--- config.mk ---
export PLATFORM = sky130hd
export DESIGN_NAME = bounded_updown_counter
export DESIGN_NICKNAME = d
export VERILOG_FILES = /design/src/rtl/counter_pkg.sv /design/src/rtl/tick_prescaler.sv /design/src/rtl/bounded_updown_counter.sv
export SDC_FILE = /design/constraint.sdc
export NUM_CORES = 1
export LEC_CHECK = 0
export ABC_AREA = 1
export ABC_CLOCK_PERIOD_IN_PS = 3400
export CORE_MARGIN = 2
export CORE_UTILIZATION = 39
export DETAILED_ROUTE_END_ITERATION = 12
export SYNTH_ARGS = -nofsm -noshare
export SYNTH_HDL_FRONTEND = slang
export SYNTH_HIERARCHICAL = 1
export SYNTH_SLANG_ARGS = --single-unit
--- constraint.sdc ---
create_clock -name Clk -period 3.4 [get_ports Clk]
set_input_delay 0.34 -clock Clk [delete_from_list [all_inputs] [get_ports Clk]]
set_output_delay 0.34 -clock Clk [all_outputs]
set_load 0.05 [all_outputs]
--- src/rtl/counter_pkg.sv ---
// Shared encodings for the bounded up/down counter.
// BMODE selects what happens when a step would cross MIN or MAX.
package counter_pkg;

    localparam logic [1:0] BM_WRAP = 2'b00;  // jump to the opposite bound
    localparam logic [1:0] BM_SAT  = 2'b01;  // stick at the bound being crossed
    localparam logic [1:0] BM_PING = 2'b10;  // bounce and reverse direction
    // 2'b11 is not named; the core handles it the same way as BM_WRAP.

endpackage : counter_pkg

--- src/rtl/tick_prescaler.sv ---
// Tick prescaler: fires one tick every DIV+1 enabled cycles.
// SS=0 freezes the phase so a paused count resumes where it left off.
// clear restarts the phase and blocks the tick in that cycle.
module tick_prescaler #(
    parameter int PRESCALE_W = 8
) (
    input  logic                  Clk,
    input  logic                  RST,
    input  logic                  SS,
    input  logic                  clear,
    input  logic [PRESCALE_W-1:0] DIV,
    output logic                  tick
);

    logic [PRESCALE_W-1:0] pre_q;
    logic [PRESCALE_W-1:0] pre_d;

    // The tick fires in the enabled cycle where the phase reaches DIV.
    assign tick = SS && !clear && (pre_q == DIV);

    // Next phase: clear wins, then advance or restart while enabled.
    always_comb begin
        pre_d = pre_q;
        if (clear) begin
            pre_d = '0;
        end else if (SS) begin
            if (tick) begin
                pre_d = '0;
            end else begin
                pre_d = pre_q + 1'b1;
            end
        end
    end

    // Phase register with asynchronous reset.
    always_ff @(posedge Clk or posedge RST) begin
        if (RST) begin
            pre_q <= '0;
        end else begin
            pre_q <= pre_d;
        end
    end

endmodule : tick_prescaler

--- src/rtl/bounded_updown_counter.sv ---
// Bounded up/down counter with run-time MIN/MAX bounds, programmable step,
// a tick prescaler and selectable boundary behaviour (wrap, saturate,
// ping-pong). Also provides a synchronous load, a one-cycle terminal-count
// pulse and a registered bound-error flag.
module bounded_updown_counter
    import counter_pkg::*;
#(
    parameter int WIDTH      = 8,
    parameter int PRESCALE_W = 8
) (
    input  logic                  Clk,
    input  logic                  RST,
    input  logic [WIDTH-1:0]      MIN,
    input  logic [WIDTH-1:0]      MAX,
    input  logic [WIDTH-1:0]      STEP,
    input  logic [PRESCALE_W-1:0] DIV,
    input  logic                  SS,
    input  logic                  MODE,
    input  logic [1:0]            BMODE,
    input  logic                  LOAD,
    input  logic [WIDTH-1:0]      LOAD_VAL,
    output logic [WIDTH-1:0]      OUT,
    output logic                  TC,
    output logic                  DIR,
    output logic                  ERR
);

    logic [WIDTH-1:0] out_q, out_d;
    logic             tc_q, tc_d;
    logic             dir_q, dir_d;
    logic             err_q, err_d;

    logic             tick;
    logic             is_sat, is_ping;
    logic             dir_eff;
    logic             bound_err;
    logic             tick_ok;
    logic             in_range;

    // Bound arithmetic is done one bit wider so sums never wrap.
    logic [WIDTH:0]   out_x, min_x, max_x, step_x;
    logic [WIDTH:0]   up_sum;      // OUT + STEP
    logic [WIDTH:0]   dn_lim;      // MIN + STEP
    logic             up_ovf, dn_ovf;
    logic [WIDTH-1:0] up_next, dn_next;
    logic [WIDTH-1:0] ping_up_turn, ping_dn_turn;

    tick_prescaler #(
        .PRESCALE_W(PRESCALE_W)
    ) u_prescaler (
        .Clk  (Clk),
        .RST  (RST),
        .SS   (SS),
        .clear(LOAD),
        .DIV  (DIV),
        .tick (tick)
    );

    assign is_sat  = (BMODE == BM_SAT);
    assign is_ping = (BMODE == BM_PING);

    // Ping-pong owns its direction register; the other modes follow MODE.
    assign dir_eff = is_ping ? dir_q : MODE;

    // Ticks are ignored while the bounds are inverted, both in the cycle the
    // inversion appears and while the registered flag is still set.
    assign bound_err = (MIN > MAX);
    assign tick_ok   = tick && !err_q && !bound_err;
    assign in_range  = (out_q >= MIN) && (out_q <= MAX);

    assign out_x  = {1'b0, out_q};
    assign min_x  = {1'b0, MIN};
    assign max_x  = {1'b0, MAX};
    assign step_x = {1'b0, STEP};

    assign up_sum  = out_x + step_x;
    assign dn_lim  = min_x + step_x;
    assign up_ovf  = (up_sum > max_x);
    assign dn_ovf  = (out_x < dn_lim);
    assign up_next = up_sum[WIDTH-1:0];
    assign dn_next = out_q - STEP;

    // Bounce targets: one step back from the bound, clamped to the other one.
    // MAX-STEP < MIN is the same test as MAX < MIN+STEP.
    assign ping_up_turn = (max_x < dn_lim) ? MIN : (MAX - STEP);
    assign ping_dn_turn = (dn_lim > max_x) ? MAX : dn_lim[WIDTH-1:0];

    // Next-state logic: LOAD beats a tick, a tick beats hold.
    always_comb begin
        out_d = out_q;
        tc_d  = 1'b0;
        dir_d = dir_q;
        err_d = bound_err;
        if (LOAD) begin
            out_d = LOAD_VAL;
            dir_d = MODE;
        end else if (tick_ok) begin
            if (!in_range) begin
                out_d = dir_eff ? MIN : MAX;
            end else if (STEP != '0) begin
                if (dir_eff) begin
                    if (is_ping) begin
                        if (out_q == MAX) begin
                            out_d = ping_up_turn;
                            dir_d = 1'b0;
                            tc_d  = 1'b1;
                        end else if (up_ovf) begin
                            out_d = MAX;
                        end else begin
                            out_d = up_next;
                        end
                    end else if (up_ovf) begin
                        if (is_sat) begin
                            out_d = MAX;
                            tc_d  = (out_q != MAX);
                        end else begin
                            out_d = MIN;
                            tc_d  = 1'b1;
                        end
                    end else begin
                        out_d = up_next;
                    end
                end else begin
                    if (is_ping) begin
                        if (out_q == MIN) begin
                            out_d = ping_dn_turn;
                            dir_d = 1'b1;
                            tc_d  = 1'b1;
                        end else if (dn_ovf) begin
                            out_d = MIN;
                        end else begin
                            out_d = dn_next;
                        end
                    end else if (dn_ovf) begin
                        if (is_sat) begin
                            out_d = MIN;
                            tc_d  = (out_q != MIN);
                        end else begin
                            out_d = MAX;
                            tc_d  = 1'b1;
                        end
                    end else begin
                        out_d = dn_next;
                    end
                end
            end
        end
    end

    // Counter state registers with asynchronous reset.
    always_ff @(posedge Clk or posedge RST) begin
        if (RST) begin
            out_q <= '0;
            tc_q  <= 1'b0;
            dir_q <= 1'b1;
            err_q <= 1'b0;
        end else begin
            out_q <= out_d;
            tc_q  <= tc_d;
            dir_q <= dir_d;
            err_q <= err_d;
        end
    end

    assign OUT = out_q;
    assign TC  = tc_q;
    assign DIR = dir_eff;
    assign ERR = err_q;

endmodule : bounded_updown_counter
* Yosys cells after proc, flatten, opt, wreduce, memory -nomap -nowiden
Index checks and enable logic that the tools add are counted.
** Word-level totals
- Logic and storage cells :: 87
- Bits of input ports :: 47
- Register bits :: 19
- Output and inout bits :: 11
** Operators by class
- Equal/unequal tests :: 9
- Order comparisons :: 7
- $add $sub $neg :: 5
- Reductions and logical operators :: 17
- Multiplexer cells :: 44
** Operators by type and width (number)
- $mux W8 :: 21
- $eq A8 B8 Y1 :: 3
- $mux W1 :: 23
- $add A8 B8 Y9 :: 2
- $gt A9 B8 Y1 :: 2
- $lt A8 B9 Y1 :: 2
- $ne A8 B8 Y1 :: 2
- $sub A8 B8 Y8 :: 2
- $reduce_bool A2 Y1 :: 5
- $add A8 B1 Y8 const B :: 1
- $ge A8 B8 Y1 :: 1
- $gt A8 B8 Y1 :: 1
- $le A8 B8 Y1 :: 1
- $reduce_bool A8 Y1 :: 1
- $ne A3 B2 Y1 const B :: 2
- $reduce_and A6 Y1 :: 1
- $logic_and A1 B1 Y1 :: 5
- $logic_not A1 Y1 :: 3
- $reduce_bool A3 Y1 :: 1
- $eq A2 B1 Y1 const B :: 1
- $eq A2 B2 Y1 const B :: 1
- $reduce_and A2 Y1 :: 1

* Longest topological paths before layout
Gate-level depths: netlist of the first run.
- Word-level depth :: 10
- Mapped depth :: 31
- Mapped depth without buffers :: 29

* Cells and area by module
The synthesis of the first run kept the hierarchy.
** Modules (own cells, without submodules)
- bounded_updown_counter :: cells an instance 714, area an instance 4320.4 µm², times used 1, sequential area each 276.5 µm²
- tick_prescaler :: cells an instance 79, area an instance 584.3 µm², times used 1, sequential area each 200.2 µm²

* Worst setup path after synthesis of the first run
No wires, ideal clock.
- Path kind :: register to register
- Start point :: reg out_q[3], in the netlist OUT[3]
- End point :: reg out_q[7], in the netlist OUT[7]
- Arrival :: 3.169 ns
- Buffers on the path :: 2
- Setup time :: 0.118 ns
- Stages on the path, launching flop included :: 29
- Slack :: 0.112 ns
- Cell sequence :: dfrtp_1 -> ha_1 -> buf_6 -> inv_4 -> nand3_2 -> nand2_1 -> nand2_1 -> o21ai_2 -> xor2_1 -> inv_1 -> ha_1 -> nand2_1 -> inv_1 -> nand2_1 -> nand2_1 -> nand2_1 -> nand2_1 -> nand2_1 -> nand2_2 -> buf_6 -> clkinv_8 -> nand2_2 -> nand3_1 -> nand2_1 -> nand3_1 -> nand3_1 -> nand2_1 -> nand2_1 -> nand2_1
** Between the ends
- Longest elaborated chain between the ends :: 10
- Elaborated cells on any way between the ends :: 24
- Those cells by class :: add/sub: 2; order compare: 4; eq/ne: 3; mux: 13; reduce/logical: 2
** RTL lines
- start, declared :: RTL line bounded_updown_counter.sv:28 : logic [WIDTH-1:0] out_q, out_d;
- start signal, assigned :: RTL line bounded_updown_counter.sv:158 : out_q <= out_d;
- $add A8 B8 Y9 :: RTL line bounded_updown_counter.sv:76 : assign up_sum = out_x + step_x;
- $gt A9 B8 Y1 :: RTL line bounded_updown_counter.sv:78 : assign up_ovf = (up_sum > max_x);
- $mux W8 :: RTL line bounded_updown_counter.sv:107 : end else if (up_ovf) begin
- $mux W8 :: RTL line bounded_updown_counter.sv:103 : if (out_q == MAX) begin
- $mux W8 :: RTL line bounded_updown_counter.sv:102 : if (is_ping) begin
- $mux W8 :: RTL line bounded_updown_counter.sv:101 : if (dir_eff) begin
- $mux W8 :: RTL line bounded_updown_counter.sv:100 : end else if (STEP != '0) begin
- $mux W8 :: RTL line bounded_updown_counter.sv:98 : if (!in_range) begin
- $mux W8 :: RTL line bounded_updown_counter.sv:97 : end else if (tick_ok) begin
- $mux W8 :: RTL line bounded_updown_counter.sv:94 : if (LOAD) begin
Several ways; a longest one is shown, not always the timed one. The select of a mux whose other input is x is not followed.
A chain may end at the register's enable or synchronous reset.

* Worst setup path in the final report of the first run
- Start point :: reg out_q[0], in the netlist OUT[0]
- End point :: reg out_q[5], in the netlist OUT[5]
The elaborated chain is that of the path after synthesis.

==> results.json, run 1 <==
{
  "status": "complete, no violations",
  "largest_fanout_of_any_net_on_the_critical_path": 8,
  "core_area_um2": 12200,
  "numCtsBuffers": 3,
  "globalplace.congestion": 1.07,
  "design.portCount": 58,
  "layout_min_cycle_time_ns": 3.38,
  "layout.cells.most_common_list": "nand2_1 (219), buf_4 (128), inv_1 (89)",
  "synth_fp_nets": 922,
  "post_synth_inst_count": 793,
  "wire_length_of_the_first_global_routing_pass_um": 32700,
  "final-max-slew-violation-count": 0,
  "clockBufferDepth": 2,
  "clock-sinks": 19,
  "synth_warnings": 6,
  "grt_overflow_total": 0,
  "worst_ep_arrival_time_ns": 3.54,
  "antenna_cells_inserted": 0,
  "syn_avg_cell_area_um2": 6.18,
  "initial_utilization_pct": 40.3,
  "tightest_slew_ns": 0.566,
  "power.total_w": 0.00295,
  "leakagePower_nw": 3.69,
  "crit_path_start": "OUT[0]",
  "post_synth_edffs": 0,
  "switching_power_w": 0.00150,
  "drt-total-wl_um": 21200,
  "relSlewSlack_pct": 62.2,
  "maxCapViolations": 0,
  "post_drt_via_cell_ratio": 5.35,
  "switching_share_pct": 50.9,
  "syn_area_um2": 4900,
  "report.final.setup_viol": 0,
  "worst-setup-path-type": "reg2reg",
  "final.period_utilization_pct": 99.4,
  "most_common_cell_after_layout_fill_and_taps_aside": "nand2_1",
  "ff2ff_path_depth": 26,
  "dieArea_um2": 13500,
  "post_synth_num_cell_types": 51,
  "power_frac_clock_pct": 8.9,
  "firstDrtPassIters": 5,
  "synthArstFlopShare_pct": 100,
  "num-nets-final": 1101,
  "fin_ws_ns": 0.0191,
  "synth-seq-area-share_pct": 9.72,
  "drc_errors": 0,
  "worstReg2RegEnd": "OUT[5]",
  "worst_ir_drop_vdd_uv": 273,
  "r2r_setup_slack_ns": 0.02,
  "worstSkewPairLatency_ns": 0.26,
  "cts.reportedPaths.clkPinSlew_ns": 0.06,
  "synth-seq-cells": 19,
  "height_of_the_chip_um": 116,
  "first_iter_violations": 596,
  "req_time_crit_path_ns": 3.56,
  "die_w_um": 116,
  "grt_antenna_before_repair": 0,
  "grt_pass1_vias": 5878,
  "commonest_register_cell_after_synthesis": "dfrtp_1",
  "startpoint_type": "flop",
  "post_route_cells_drive_above_1_share_pct": 27.5,
  "routed-via-count": 6099,
  "antenna_violating_nets_post_route": 0,
  "post-place-ws_ns": -0.704,
  "grt_max_degree": 35,
  "min-delay-path-class": "in2async",
  "avgRoutedWirePerCell_um": 18.6,
  "fin_skew_ns": 0.00203,
  "grt_setup_unrepaired": "true",
  "timing.critical_path.to_type": "flop",
  "p_seq_share_pct": 10.0,
  "post-dp-hpwl_um": 17500,
  "combinationalPowerShare_pct": 81.1,
  "htree_levels": 1,
  "hold_buffers": 0,
  "p_int_w": 0.00145,
  "fill_cells": 1217,
  "timing.rr.start": "OUT[0]",
  "power_density_nw_per_um2": 415,
  "max_clock_freq_mhz": 296,
  "clockRootBuffer": "clkbuf_16",
  "gr_util_all_layers_pct": 32.3,
  "area.growth.synth_to_final_pct": 44.7,
  "portBuffers": 57,
  "cts_tree": "yes",
  "timing_hold_violations_final": 0,
  "rows": 40
}
routing by layer:
| metal | vias to the layer above | routed length [um] | global-route usage (%) |
|---|---|---|---|
| li1 | 2969 | - | - |
| met4 | 0 | 853 | 12.0 |
| met5 | - | 0 | 0 |
| met2 | 262 | 9460 | 51.9 |
| met3 | 49 | 1760 | 5.55 |
| met1 | 2819 | 9160 | 43.5 |
cell type report:
cell class	count	area (um^2)	share of cell area [%]
tap	168	210	2.96
inverter	106	425	5.99
sequential	19	479	6.75
clock buffer	3	75.1	1.06
timing repair buffer	194	1650	23.2
multi-input combinational	648	4250	59.9
clock inverter	1	7.51	0.106
synth_stat cells, types with 2 or more instances:
| cell type | n | share of area (%) |
|---|---|---|
| a21o_1 | 4 | 0.61 |
| a21oi_1 | 55 | 5.6 |
| a21oi_2 | 4 | 0.71 |
| a31oi_1 | 7 | 0.89 |
| and3_1 | 2 | 0.26 |
| buf_2 | 6 | 0.61 |
| buf_4 | 3 | 0.46 |
| buf_6 | 4 | 0.92 |
| clkbuf_1 | 7 | 0.54 |
| clkinv_1 | 2 | 0.15 |
| dfrtp_1 | 18 | 9.2 |
| fa_1 | 4 | 1.6 |
| ha_1 | 78 | 20 |
| inv_1 | 95 | 7.3 |
| inv_2 | 6 | 0.46 |
| inv_4 | 2 | 0.26 |
| nand2_1 | 242 | 19 |
| nand2_2 | 8 | 1.0 |
| nand2_4 | 4 | 0.92 |
| nand3_1 | 46 | 4.7 |
| nand3_2 | 2 | 0.41 |
| nand3b_1 | 2 | 0.31 |
| nand4_1 | 12 | 1.5 |
| nor2_1 | 45 | 3.4 |
| nor2_2 | 2 | 0.26 |
| nor3_1 | 2 | 0.20 |
| nor3_2 | 2 | 0.41 |
| nor4_1 | 3 | 0.38 |
| o2111ai_1 | 2 | 0.36 |
| o211ai_1 | 10 | 1.5 |
| o21ai_0 | 45 | 4.6 |
| o21ai_1 | 9 | 0.92 |
| o21ai_2 | 8 | 1.4 |
| o21bai_1 | 3 | 0.46 |
| or2_2 | 6 | 0.77 |
| xnor2_1 | 10 | 1.8 |
| xor2_1 | 19 | 3.4 |
logic make-up after synthesis:
kind of cell | synth area share (%)
AND/OR/NAND/NOR | 33.6
AO/OA/AOI/OAI | 18.9
buffers and inverters | 11.1
adder cells (fa/ha/maj) | 21.5
XOR/XNOR | 5.18
flip-flops | 9.72
worst max-delay path, stage by stage, from the launching register on:
cell      delay (ns)
dfrtp_2         0.47
ha_4            0.20
fa_2            0.37
buf_4           0.15
xnor2_2         0.13
buf_4           0.16
ha_4            0.26
nand2_1         0.06
nor2_2          0.12
nand2_1         0.06
nand3_1         0.09
nand2_2         0.07
nand2_2         0.05
nand2_1         0.05
nand2_1         0.07
nand2_2         0.07
nand2_4         0.10
buf_12          0.13
clkinv_8        0.07
nand2_4         0.07
o21ai_2         0.05
nand2_1         0.07
nand4_1         0.10
nand2_1         0.10
nand2_2         0.07
nand2_2         0.08
nand2_2         0.05
power by group through the flow:
stage          sequential (W)  combinational (W)  clock [W]
3_5_place_dp         0.000294            0.00200          0
2_1_floorplan        0.000349            0.00109          0
3_3_place_gp         0.000295            0.00196          0
6_report             0.000295            0.00239   0.000263
4_1_cts              0.000294            0.00216   0.000269
5_1_grt              0.000297            0.00259   0.000277
registers in the layout, summed over array words and instances, names as in the netlist:
name and cells:
ERR 1, OUT 8, TC 1, dir_q 1, u_prescaler/pre_q 8
worst max path at each step:
| stage | to | slack, ns | cells after the start |
|---|---|---|---|
| floorplan | OUT[7] | 0.11 | 28 |
| global placement | OUT[6] | -0.63 | 21 |
| detailed placement | OUT[3] | -0.70 | 23 |
| CTS | OUT[7] | 0.01 | 23 |
| global route | OUT[0] | -0.19 | 28 |
| finish | OUT[5] | 0.02 | 26 |
metrics by stage:
stage	cell area, um^2	util [%]	hold slack, ns	TNS [ns]	std cells
CTS	6830	56.2	0.385	0	1133
detailed placement	6510	53.5	0.550	-5.85	1119
floorplan	4900	-	0.156	0	793
global route	7100	58.4	0.394	-1.14	1139
global placement	6510	53.5	0.543	-5.03	1119
finish	7100	58.4	0.369	0	1139
what timing repair did:
item | 4_1_cts | 5_1_grt
setup endpoints to repair | 9 | 9
pin swaps | 16 | 29
resized for setup | 56 | 67
cloned | 3 | 0
buffers inserted | 7 | 6
No activity file was read; power rests on OpenSTA's default activity.
==> inputs of run 2 (changes only) <==
--- a/config.mk
+++ b/config.mk
@@ -5,7 +5,6 @@
 export SDC_FILE = /design/constraint.sdc
 export NUM_CORES = 1
 export LEC_CHECK = 0
-export ABC_AREA = 1
 export ABC_CLOCK_PERIOD_IN_PS = 3400
 export CORE_MARGIN = 2
 export CORE_UTILIZATION = 39
==> results.json, run 2 <==
{
  "path_cells": "ha_4 > nand2b_4 > a221oi_4 > o311ai_2 > xnor2_1 > ha_2 > or4_4 > a221oi_4 > o221ai_2 > a21o_4 > nor2_4 > a211oi_2 > a2111oi_2 > o21ai_1",
  "commonest_register_cell_after_synthesis": "dfrtp_1",
  "antenna_cells_inserted": 0,
  "cts_tree": "yes",
  "synth_common_cells": "ha_1 (78), o21ai_0 (51), nand2_1 (48), nor2_1 (46), inv_1 (44)",
  "height_of_the_chip_um": 111,
  "synthArstFlopShare_pct": 100,
  "leakagePower_nw": 3.08,
  "synth_largest_type_area_fraction_pct": 21.7,
  "final-seq-area_um2": 490,
  "grt_max_degree": 25,
  "maxCapViolations": 0,
  "yosysMostFrequentCell": "ha_1",
  "fill_cells": 1056,
  "max_clock_freq_mhz": 273,
  "cp_top_family": "compound AO/OA/AOI/OAI gates",
  "largest_fanout_of_any_net_on_the_critical_path": 7,
  "syn_area_um2": 4490,
  "p_int_w": 0.00141,
  "finalNonFillerCells": 929,
  "worst_ep_arrival_time_ns": 3.79,
  "timing_hold_violations_final": 0,
  "p_seq_share_pct": 10.9,
  "die_w_um": 111,
  "tightest_slew_ns": 0.761,
  "drc_errors": 0,
  "post-dp-hpwl_um": 15900,
  "globalplace.congestion": 0.972,
  "first_iter_violations": 563,
  "avgRoutedWirePerCell_um": 21.3,
  "num-nets-final": 916,
  "design.portCount": 58,
  "routed-via-count": 5539,
  "final.period_utilization_pct": 108,
  "numCtsBuffers": 3,
  "report.final.setup_viol": 9,
  "req_time_crit_path_ns": 3.53,
  "area_occupied_by_multi_input_gates_um2": 4100,
  "synth_warnings": 6,
  "cp_slowest_cell": "dfrtp_4",
  "status": "finished with violations",
  "grt_overflow_total": 0,
  "layout_min_cycle_time_ns": 3.66,
  "switching_power_w": 0.00115,
  "switching_share_pct": 44.9,
  "synth_fp_nets": 724,
  "use_met3_pct": 5.30,
  "finalInstanceArea_um2": 6750,
  "grt_setup_unrepaired": "true",
  "fin_hold_ws_ns": 0.372,
  "max_stage_delay_ns": 0.54,
  "relSlewSlack_pct": 49.2,
  "fin_skew_ns": 0.00940,
  "fin_ws_ns": -0.263,
  "clockBufferDepth": 2,
  "initial_utilization_pct": 39.7,
  "synth_top_cell_by_area": "ha_1",
  "grt_pass1_vias": 5566,
  "worstSkewPairLatency_ns": 0.27,
  "portBuffers": 57,
  "post_route_cells_drive_above_1_share_pct": 29.6,
  "layout.cells.most_common_list": "buf_4 (143), ha_1 (63), nand2_1 (48)",
  "clock-sinks": 19,
  "area.growth.synth_to_final_pct": 50.2,
  "synth-seq-area-share_pct": 10.6,
  "gr_util_all_layers_pct": 30.9,
  "clockRootBuffer": "clkbuf_16",
  "synth_area_leaders": "ha_1 (22%), dfrtp_1 (10%), o21ai_0 (5.7%)",
  "min-delay-path-class": "in2async",
  "worst-setup-path-type": "reg2reg",
  "top_usage_layer": "met2",
  "power_frac_clock_pct": 10.4,
  "synth-seq-cells": 19,
  "htree_levels": 1,
  "timing.critical_path.to_type": "flop",
  "worst_ir_drop_vdd_uv": 236,
  "final-max-slew-violation-count": 0,
  "critPathBufInv": 0,
  "dieArea_um2": 12400,
  "grt_antenna_before_repair": 0,
  "setup-tns-final_ns": -1.95,
  "syn_avg_cell_area_um2": 7.55,
  "drt-total-wl_um": 19800,
  "cts.reportedPaths.clkPinSlew_ns": 0.07,
  "core_area_um2": 11300,
  "most_frequent_cell_on_critical_path": "a221oi_4",
  "startpoint_type": "flop",
  "combinationalPowerShare_pct": 78.7,
  "failed_checks": "setup timing",
  "use_met2_pct": 52.8,
  "grt_met1_use_pct": 39.9,
  "rows": 39,
  "power_density_nw_per_um2": 380,
  "post_synth_num_cell_types": 73,
  "most_common_cell_after_layout_fill_and_taps_aside": "buf_4",
  "antenna_violating_nets_post_route": 0,
  "post_synth_edffs": 0,
  "wire_length_of_the_first_global_routing_pass_um": 30200,
  "post_dp_cell_area_um2": 6250,
  "firstDrtPassIters": 5,
  "placed_cells_incl_taps": 900,
  "post_drt_via_cell_ratio": 5.96,
  "post_synth_inst_count": 595
}
[run 2: cell types whose count changed after synthesis, moves of 9 or more]
cell      previous run  this run
xor2_1              19         6
nand2_1            242        48
xnor2_1             10        20
nor2b_1              0        11
mux2i_1              0        11
o211ai_1            10        19
nor3_1               2        17
nand3_1             46         8
nand2b_1             0        13
inv_1               95        44
a21oi_1             55        36
[run 2: power by group through the flow]
stage | clock [W] | combinational (W) | sequential [W]
floorplan | 0 | 0.000925 | 0.000330
global placement | 0 | 0.00162 | 0.000281
detailed placement | 0 | 0.00165 | 0.000281
CTS | 0.000267 | 0.00186 | 0.000278
global route | 0.000278 | 0.00215 | 0.000281
finish | 0.000268 | 0.00202 | 0.000279
[run 2: final timing paths]
check / startpoint / end / slack, ns / cells after the start
min reg2reg: u_prescaler/pre_q[7] / u_prescaler/pre_q[7] / 0.59 / 1
min in group Clk: u_prescaler/pre_q[7] / u_prescaler/pre_q[7] / 0.59 / 1
max reg2reg: OUT[1] / OUT[2] / -0.26 / 14
max in group asynchronous: RST / OUT[5] / 2.50 / 2
max: OUT[1] / OUT[2] / -0.26 / 14
min: RST / u_prescaler/pre_q[7] / 0.37 / 2
[run 2: what timing repair did]
action | 4_1_cts | 5_1_grt
hold buffers | 0 | 0
pin swaps | 23 | 31
setup endpoints to repair | 9 | 9
gates resized for setup | 46 | 33
gates cloned | 1 | 0
setup buffers | 17 | 7
[run 2: layer usage]
layer  part of all wire [%]  vias up
met5                      0        -
met4                    4.2        0
met3                    7.9       59
met2                     46      245
met1                     42     2623
li1                       -     2612
[run 2: logic make-up (layout without fill, tap and decap cells)]
family,after synthesis,in the layout,synth area share (%)
buffers and inverters,64,255,5.63
DFF,19,19,10.6
muxes,11,11,2.45
and+or+nand+nor,188,188,21.0
adders and majority gates,82,82,23.5
xor gates and xnor gates,26,26,5.07
AOI/OAI and AO/OA,205,205,31.7
[run 2: cell type report]
type	count	area share (%)
clock buffers	3	1.11
clock inverters	1	0.0742
inverters	45	2.50
multi-input cells	512	60.8
flip-flops and latches	19	7.27
well taps	143	2.65
repair buffers	206	25.6
[run 2: per-stage QoR]
step | setup WS [ns] | util [%] | power (W)
CTS | -0.168 | 58.3 | 0.00241
global placement | -0.967 | 55.2 | 0.00190
global route | -0.367 | 59.6 | 0.00271
floorplan | -0.165 | - | 0.00125
finish | -0.263 | 59.6 | 0.00257
detailed placement | -1.09 | 55.2 | 0.00193
